File: src/rtl/onehot_decoder_pkg.sv
// Shared types and helpers for the sequential one-hot decoder.
// States, output-mode encodings and the counter-width helper.
package onehot_decoder_pkg;

  typedef enum logic [1:0] {
    IDLE   = 2'd0,
    ACTIVE = 2'd1,
    GAP    = 2'd2
  } dec_state_t;

  localparam int MODE_LEVEL = 0;
  localparam int MODE_PULSE = 1;

  // Width needed to hold the larger of the two count lengths.
  function automatic int clog2_max(input int a, input int b);
    int m;
    m = (a > b) ? a : b;
    return $clog2(m + 1);
  endfunction

endpackage

File: src/rtl/onehot_decoder_seq_bin2onehot.sv
// Combinational binary-to-one-hot decode; indices at or above NUM_OUT yield all-zero.
module bin2onehot #(
  parameter int SEL_W   = 3,
  parameter int NUM_OUT = 8
) (
  input  logic [SEL_W-1:0]   sel,
  output logic [NUM_OUT-1:0] onehot
);

  // One comparator per output bit, so an out-of-range index matches none.
  always_comb begin
    onehot = {NUM_OUT{1'b0}};
    for (int i = 0; i < NUM_OUT; i++) begin
      if (sel == i[SEL_W-1:0]) begin
        onehot[i] = 1'b1;
      end else begin
        onehot[i] = 1'b0;
      end
    end
  end

endmodule

File: src/rtl/onehot_decoder_seq.sv
// Registered one-hot select driver with valid/ready input, level or timed-pulse output and off-gap.
// Define ONEHOT_DECODER_RANGE_CHECK_EN to add the sticky out-of-range flag port `err`.
module onehot_decoder_seq
  import onehot_decoder_pkg::*;
#(
  parameter int SEL_W      = 3,
  parameter int NUM_OUT    = 8,
  parameter int PULSE_MODE = 1,
  parameter int PULSE_LEN  = 4,
  parameter int GAP_LEN    = 2
) (
  input  logic               clk,
  input  logic               rst,
  input  logic               clr,
  input  logic               in_valid,
  output logic               in_ready,
  input  logic [SEL_W-1:0]   in_sel,
  output logic [NUM_OUT-1:0] out_onehot,
  output logic               out_active,
  output logic [SEL_W-1:0]   out_index
`ifdef ONEHOT_DECODER_RANGE_CHECK_EN
  ,
  output logic               err
`endif
);

  localparam int CNT_W = clog2_max(PULSE_LEN, GAP_LEN);
  localparam logic [CNT_W-1:0] PULSE_LOAD = CNT_W'(PULSE_LEN - 1);
  localparam logic [CNT_W-1:0] GAP_LOAD   = (GAP_LEN > 0) ? CNT_W'(GAP_LEN - 1) : {CNT_W{1'b0}};
  localparam logic [CNT_W-1:0] CNT_ONE    = CNT_W'(1);

  dec_state_t         state_r;
  logic [CNT_W-1:0]   cnt_r;
  logic [NUM_OUT-1:0] onehot_r;
  logic               active_r;
  logic [SEL_W-1:0]   index_r;
  logic [NUM_OUT-1:0] decoded_s;
  logic               accept_s;

  bin2onehot #(
    .SEL_W  (SEL_W),
    .NUM_OUT(NUM_OUT)
  ) u_dec (
    .sel   (in_sel),
    .onehot(decoded_s)
  );

  // Level mode accepts every cycle; pulse mode only once the gap has elapsed.
  assign in_ready = !clr && ((PULSE_MODE == MODE_LEVEL) || (state_r == IDLE));
  assign accept_s = in_valid && in_ready;

  // Main FSM; clr aborts to IDLE but keeps the last index.
  always_ff @(posedge clk or posedge rst) begin
    if (rst) begin
      state_r  <= IDLE;
      cnt_r    <= {CNT_W{1'b0}};
      onehot_r <= {NUM_OUT{1'b0}};
      active_r <= 1'b0;
      index_r  <= {SEL_W{1'b0}};
    end else if (clr) begin
      state_r  <= IDLE;
      cnt_r    <= {CNT_W{1'b0}};
      onehot_r <= {NUM_OUT{1'b0}};
      active_r <= 1'b0;
    end else begin
      case (state_r)
        IDLE: begin
          if (accept_s) begin
            state_r  <= ACTIVE;
            cnt_r    <= PULSE_LOAD;
            onehot_r <= decoded_s;
            active_r <= 1'b1;
            index_r  <= in_sel;
          end
        end
        ACTIVE: begin
          if (PULSE_MODE == MODE_LEVEL) begin
            if (accept_s) begin
              onehot_r <= decoded_s;
              index_r  <= in_sel;
            end
          end else if (cnt_r == {CNT_W{1'b0}}) begin
            onehot_r <= {NUM_OUT{1'b0}};
            active_r <= 1'b0;
            if (GAP_LEN > 0) begin
              state_r <= GAP;
              cnt_r   <= GAP_LOAD;
            end else begin
              state_r <= IDLE;
            end
          end else begin
            cnt_r <= cnt_r - CNT_ONE;
          end
        end
        GAP: begin
          if (cnt_r == {CNT_W{1'b0}}) begin
            state_r <= IDLE;
          end else begin
            cnt_r <= cnt_r - CNT_ONE;
          end
        end
        default: begin
          state_r  <= IDLE;
          cnt_r    <= {CNT_W{1'b0}};
          onehot_r <= {NUM_OUT{1'b0}};
          active_r <= 1'b0;
        end
      endcase
    end
  end

  assign out_onehot = onehot_r;
  assign out_active = active_r;
  assign out_index  = index_r;

`ifdef ONEHOT_DECODER_RANGE_CHECK_EN
  localparam logic [SEL_W:0] NUM_OUT_W = (SEL_W + 1)'(NUM_OUT);

  logic sel_oor_s;
  logic err_r;

  // Never true when NUM_OUT covers the whole index range, so err stays 0 then.
  assign sel_oor_s = ({1'b0, in_sel} >= NUM_OUT_W);

  // Sticky range error; only rst clears it.
  always_ff @(posedge clk or posedge rst) begin
    if (rst) begin
      err_r <= 1'b0;
    end else if (accept_s && sel_oor_s) begin
      err_r <= 1'b1;
    end else begin
      err_r <= err_r;
    end
  end

  assign err = err_r;
`endif

endmodule

File: config.mk
export PLATFORM = sky130hd
export DESIGN_NAME = onehot_decoder_seq
export DESIGN_NICKNAME = d
export VERILOG_FILES = /design/src/rtl/onehot_decoder_pkg.sv /design/src/rtl/onehot_decoder_seq_bin2onehot.sv /design/src/rtl/onehot_decoder_seq.sv
export SDC_FILE = /design/constraint.sdc
export NUM_CORES = 1
export LEC_CHECK = 0
export CORE_UTILIZATION = 35
export CTS_CLUSTER_SIZE = 28
export DETAILED_ROUTE_END_ITERATION = 6
export GPL_TIMING_DRIVEN = 0
export SLEW_MARGIN = 25
export SYNTH_ARGS = -nofsm -noshare
export SYNTH_HDL_FRONTEND = slang
export SYNTH_HIERARCHICAL = 1
export SYNTH_SLANG_ARGS = --single-unit
File: constraint.sdc
create_clock -name clk -period 3.76 [get_ports clk]
set_clock_uncertainty 0.2 [all_clocks]
set_input_delay 0.94 -clock clk [delete_from_list [all_inputs] [get_ports clk]]
set_output_delay 0.94 -clock clk [all_outputs]
set_load 0.02 [all_outputs]
==> impl_metrics.json, run 1 <==
{
  "run_status": "finished clean",
  "ios": 20,
  "syn_area_um2": 903,
  "portBuffers": 18,
  "dieArea_um2": 2790,
  "use_met1_pct": 22.4,
  "drive_gt1_share_pct": 18.2,
  "diodes": 0,
  "dp_hpwl_um": 1260,
  "clockBufferDepth": 2,
  "multi_input_area_um2": 418,
  "cts_max_level": 1,
  "powerDensity_nw_per_um2": 445,
  "synth_seq_cells": 17,
  "slew-limit-headroom_pct": 55.8,
  "rsz0062_at_grt": "false",
  "yosysTopAreaCellShare_pct": 47.1,
  "netlist-cell-type-count": 31,
  "switchingPower_uw": 172,
  "synth.net_count": 86,
  "slowest_stage": "clkdlybuf4s50_1",
  "use_met2_pct": 22.2,
  "hold_path.class": "flip-flop to flip-flop",
  "cts_inserted_buffers": 3,
  "met3_usage_pct": 2.03,
  "grt_use_total_pct": 15.3,
  "synth_top_cell_by_area": "dfrtp_1",
  "leakage_nw": 0.511,
  "finalSetupViolCount": 0,
  "final_cell_mix": "clkdlybuf4s50_1 (18), dfrtp_1 (17), a22o_1 (8)",
  "syn_to_final_growth_pct": 27.0,
  "grt-busiest-layer": "met1",
  "drv_slew": 0,
  "place.gp.congestion": 0.720,
  "antenna_found_initial": 0,
  "seq_area_um2": 425,
  "start_kind": "input port",
  "crit_arrival_ps": 1820,
  "p_comb_share_pct": 37.2,
  "layout_commonest_cell": "clkdlybuf4s50_1",
  "first_pass_iters": 3,
  "cts_sinks": 17,
  "power_frac_clock_pct": 19.2,
  "layout_worst_path_cycle_share_pct": 78.7,
  "swShare_pct": 33.6,
  "hold_buffers": 0,
  "grt_pass1_vias": 696,
  "grt_max_degree": 18,
  "instances_no_fill": 129,
  "yosys_warnings": 6,
  "wirelength_um": 1810,
  "start_util_pct": 36.8,
  "nNetsFinal": 109,
  "viasPerCell": 5.23,
  "synth.avg_cell_area_um2": 11.7,
  "core_um2": 2450,
  "crit_type": "input port to output pin",
  "drc": 0,
  "die_h_um": 52.8,
  "num_rows": 18,
  "timing.fmax_mhz": 338,
  "hold_viol": 0,
  "dieWidth_um": 52.8,
  "tritoncts": "built",
  "grt_pass1_wl_um": 3150,
  "holdWs_ps": 288,
  "setup_tns_ps": 0,
  "clk_pin_slew_worst_paths_ps": 100,
  "clock_latency_ps": 280,
  "final_antenna_net_count": 0,
  "path_cells": "buf_6, nor3_2, clkdlybuf4s50_1",
  "postCtsSetupRepairBufs": 0,
  "ys_seq_area_share_pct": 47.1,
  "p_seq_share_pct": 43.6,
  "yosys-top-cells-area": "dfrtp_1 (47%), a22o_1 (7.8%), mux2_1 (3.7%), and3b_2 (3.3%), a211oi_2 (2.8%)",
  "crit_required_ps": 2620,
  "tightest_slew_ps": 663,
  "vias": 675,
  "fin_crit_ps": 2960,
  "intPower_uw": 339,
  "dp.cells": 125,
  "nFillCells": 231,
  "synth_cells": 77,
  "clock-root-buffer": "clkbuf_4",
  "drv_cap": 0,
  "vdd_drop_max_mv": 0.241,
  "postCtsResizedCells": 0,
  "max_stage_delay_ps": 630,
  "crit_path_end_kind": "output pin",
  "worstPathMaxFanout": 9,
  "avgRoutedWirePerCell_um": 14.1,
  "grt_overflow_total": 0,
  "drt-initial-drc-count": 6
}
## flip-flops by register name (all words and copies together) (netlist names)
register and count:
out_active 1, out_index 3, state_r 2, out_onehot 8, cnt_r 3
## synthesized netlist by cell type, drive strengths merged
library cell	count
o21bai	2
ha	2
a211oi	2
mux2i	2
nand2b	1
nand3	2
dfrtp	17
nor3	4
a31oi	1
a21o	3
or3	1
mux2	3
and2b	1
and3	1
a22o	8
o21ai	1
buf	4
inv	4
nor2	2
and2	1
nand2	2
o41ai	1
a221oi	1
a21oi	5
and3b	3
nor3b	3
## worst max-delay path, delay by kind of cell
| family | cells | cell delay, ps |
|---|---|---|
| buffers and inverters | 2 | 750 |
| and+or+nand+nor | 1 | 130 |
## power groups by stage
| stage | registers, mW | logic, mW | clock network (mW) |
|---|---|---|---|
| floorplan | 0.242 | 0.111 | 0 |
| global placement | 0.225 | 0.188 | 0 |
| detailed placement | 0.226 | 0.191 | 0 |
| CTS | 0.223 | 0.192 | 0.104 |
| global route | 0.226 | 0.208 | 0.109 |
| finish | 0.223 | 0.190 | 0.0981 |
## through the flow
step	utilization [%]	cell area, um^2	worst slack (ps)	total power, mW
after detailed placement	45.7	1120	789	0.418
after floorplan	-	903	1250	0.354
final	46.7	1150	801	0.511
after CTS	46.7	1150	789	0.518
after global routing	46.7	1150	739	0.543
after global placement	45.7	1120	810	0.413
## cells by family (layout without fill, tap and decap cells)
logic type | count (synthesis) | in the layout | share of synthesized area, %
and+or+nand+nor | 21 | 21 | 15.7
muxes | 5 | 5 | 5.96
DFF | 17 | 17 | 47.1
adders and majority gates | 2 | 2 | 2.77
buffers and inverters | 8 | 30 | 6.65
AOI/OAI and AO/OA | 24 | 24 | 21.9
## area by class of cell
class	count	area share, %
buffer	4	3.93
clock buffer	4	2.29
inverter	4	1.31
multi-input combinational	52	36.4
sequential	17	37.1
tap	30	3.27
timing repair buffer	18	15.7
## final timing paths
check,slack (ps),cells after the start,startpoint,to
max,800,3,clr,in_ready
max in group asynchronous,2100,2,rst,cnt_r[2]
min reg2reg,290,1,out_active,out_active
max reg2reg,2050,6,cnt_r[0],out_onehot[3]
min,290,1,out_active,out_active
min in group asynchronous,830,2,rst,out_onehot[5]
## routing by layer
metal	wire length (um)	share of wire, %
met1	918	51
met2	814	45
met3	70	3.9
met4	10	0.55
met5	0	0
Power figures use the tool's default switching activity.
==> inputs of run 2 (changes only) <==
==> constraint.sdc (replaced) <==
create_clock -name clk -period 2.82 [get_ports clk]
set_clock_uncertainty 0.2 [all_clocks]
set_input_delay 0.705 -clock clk [delete_from_list [all_inputs] [get_ports clk]]
set_output_delay 0.705 -clock clk [all_outputs]
set_load 0.02 [all_outputs]
==> results of run 2 <==
The final DEF is identical to that of run 1. Status: finished clean.
Among the figures that moved: setup slack after placement 789 ps -> 319 ps; setup slack after layout 801 ps -> 327 ps; start point of the critical path clr -> state_r[1]; register-to-register setup slack 2050 ps -> 1110 ps; total power 0.511 mW -> 0.681 mW; worst IR drop on VDD 0.241 mV -> 0.322 mV
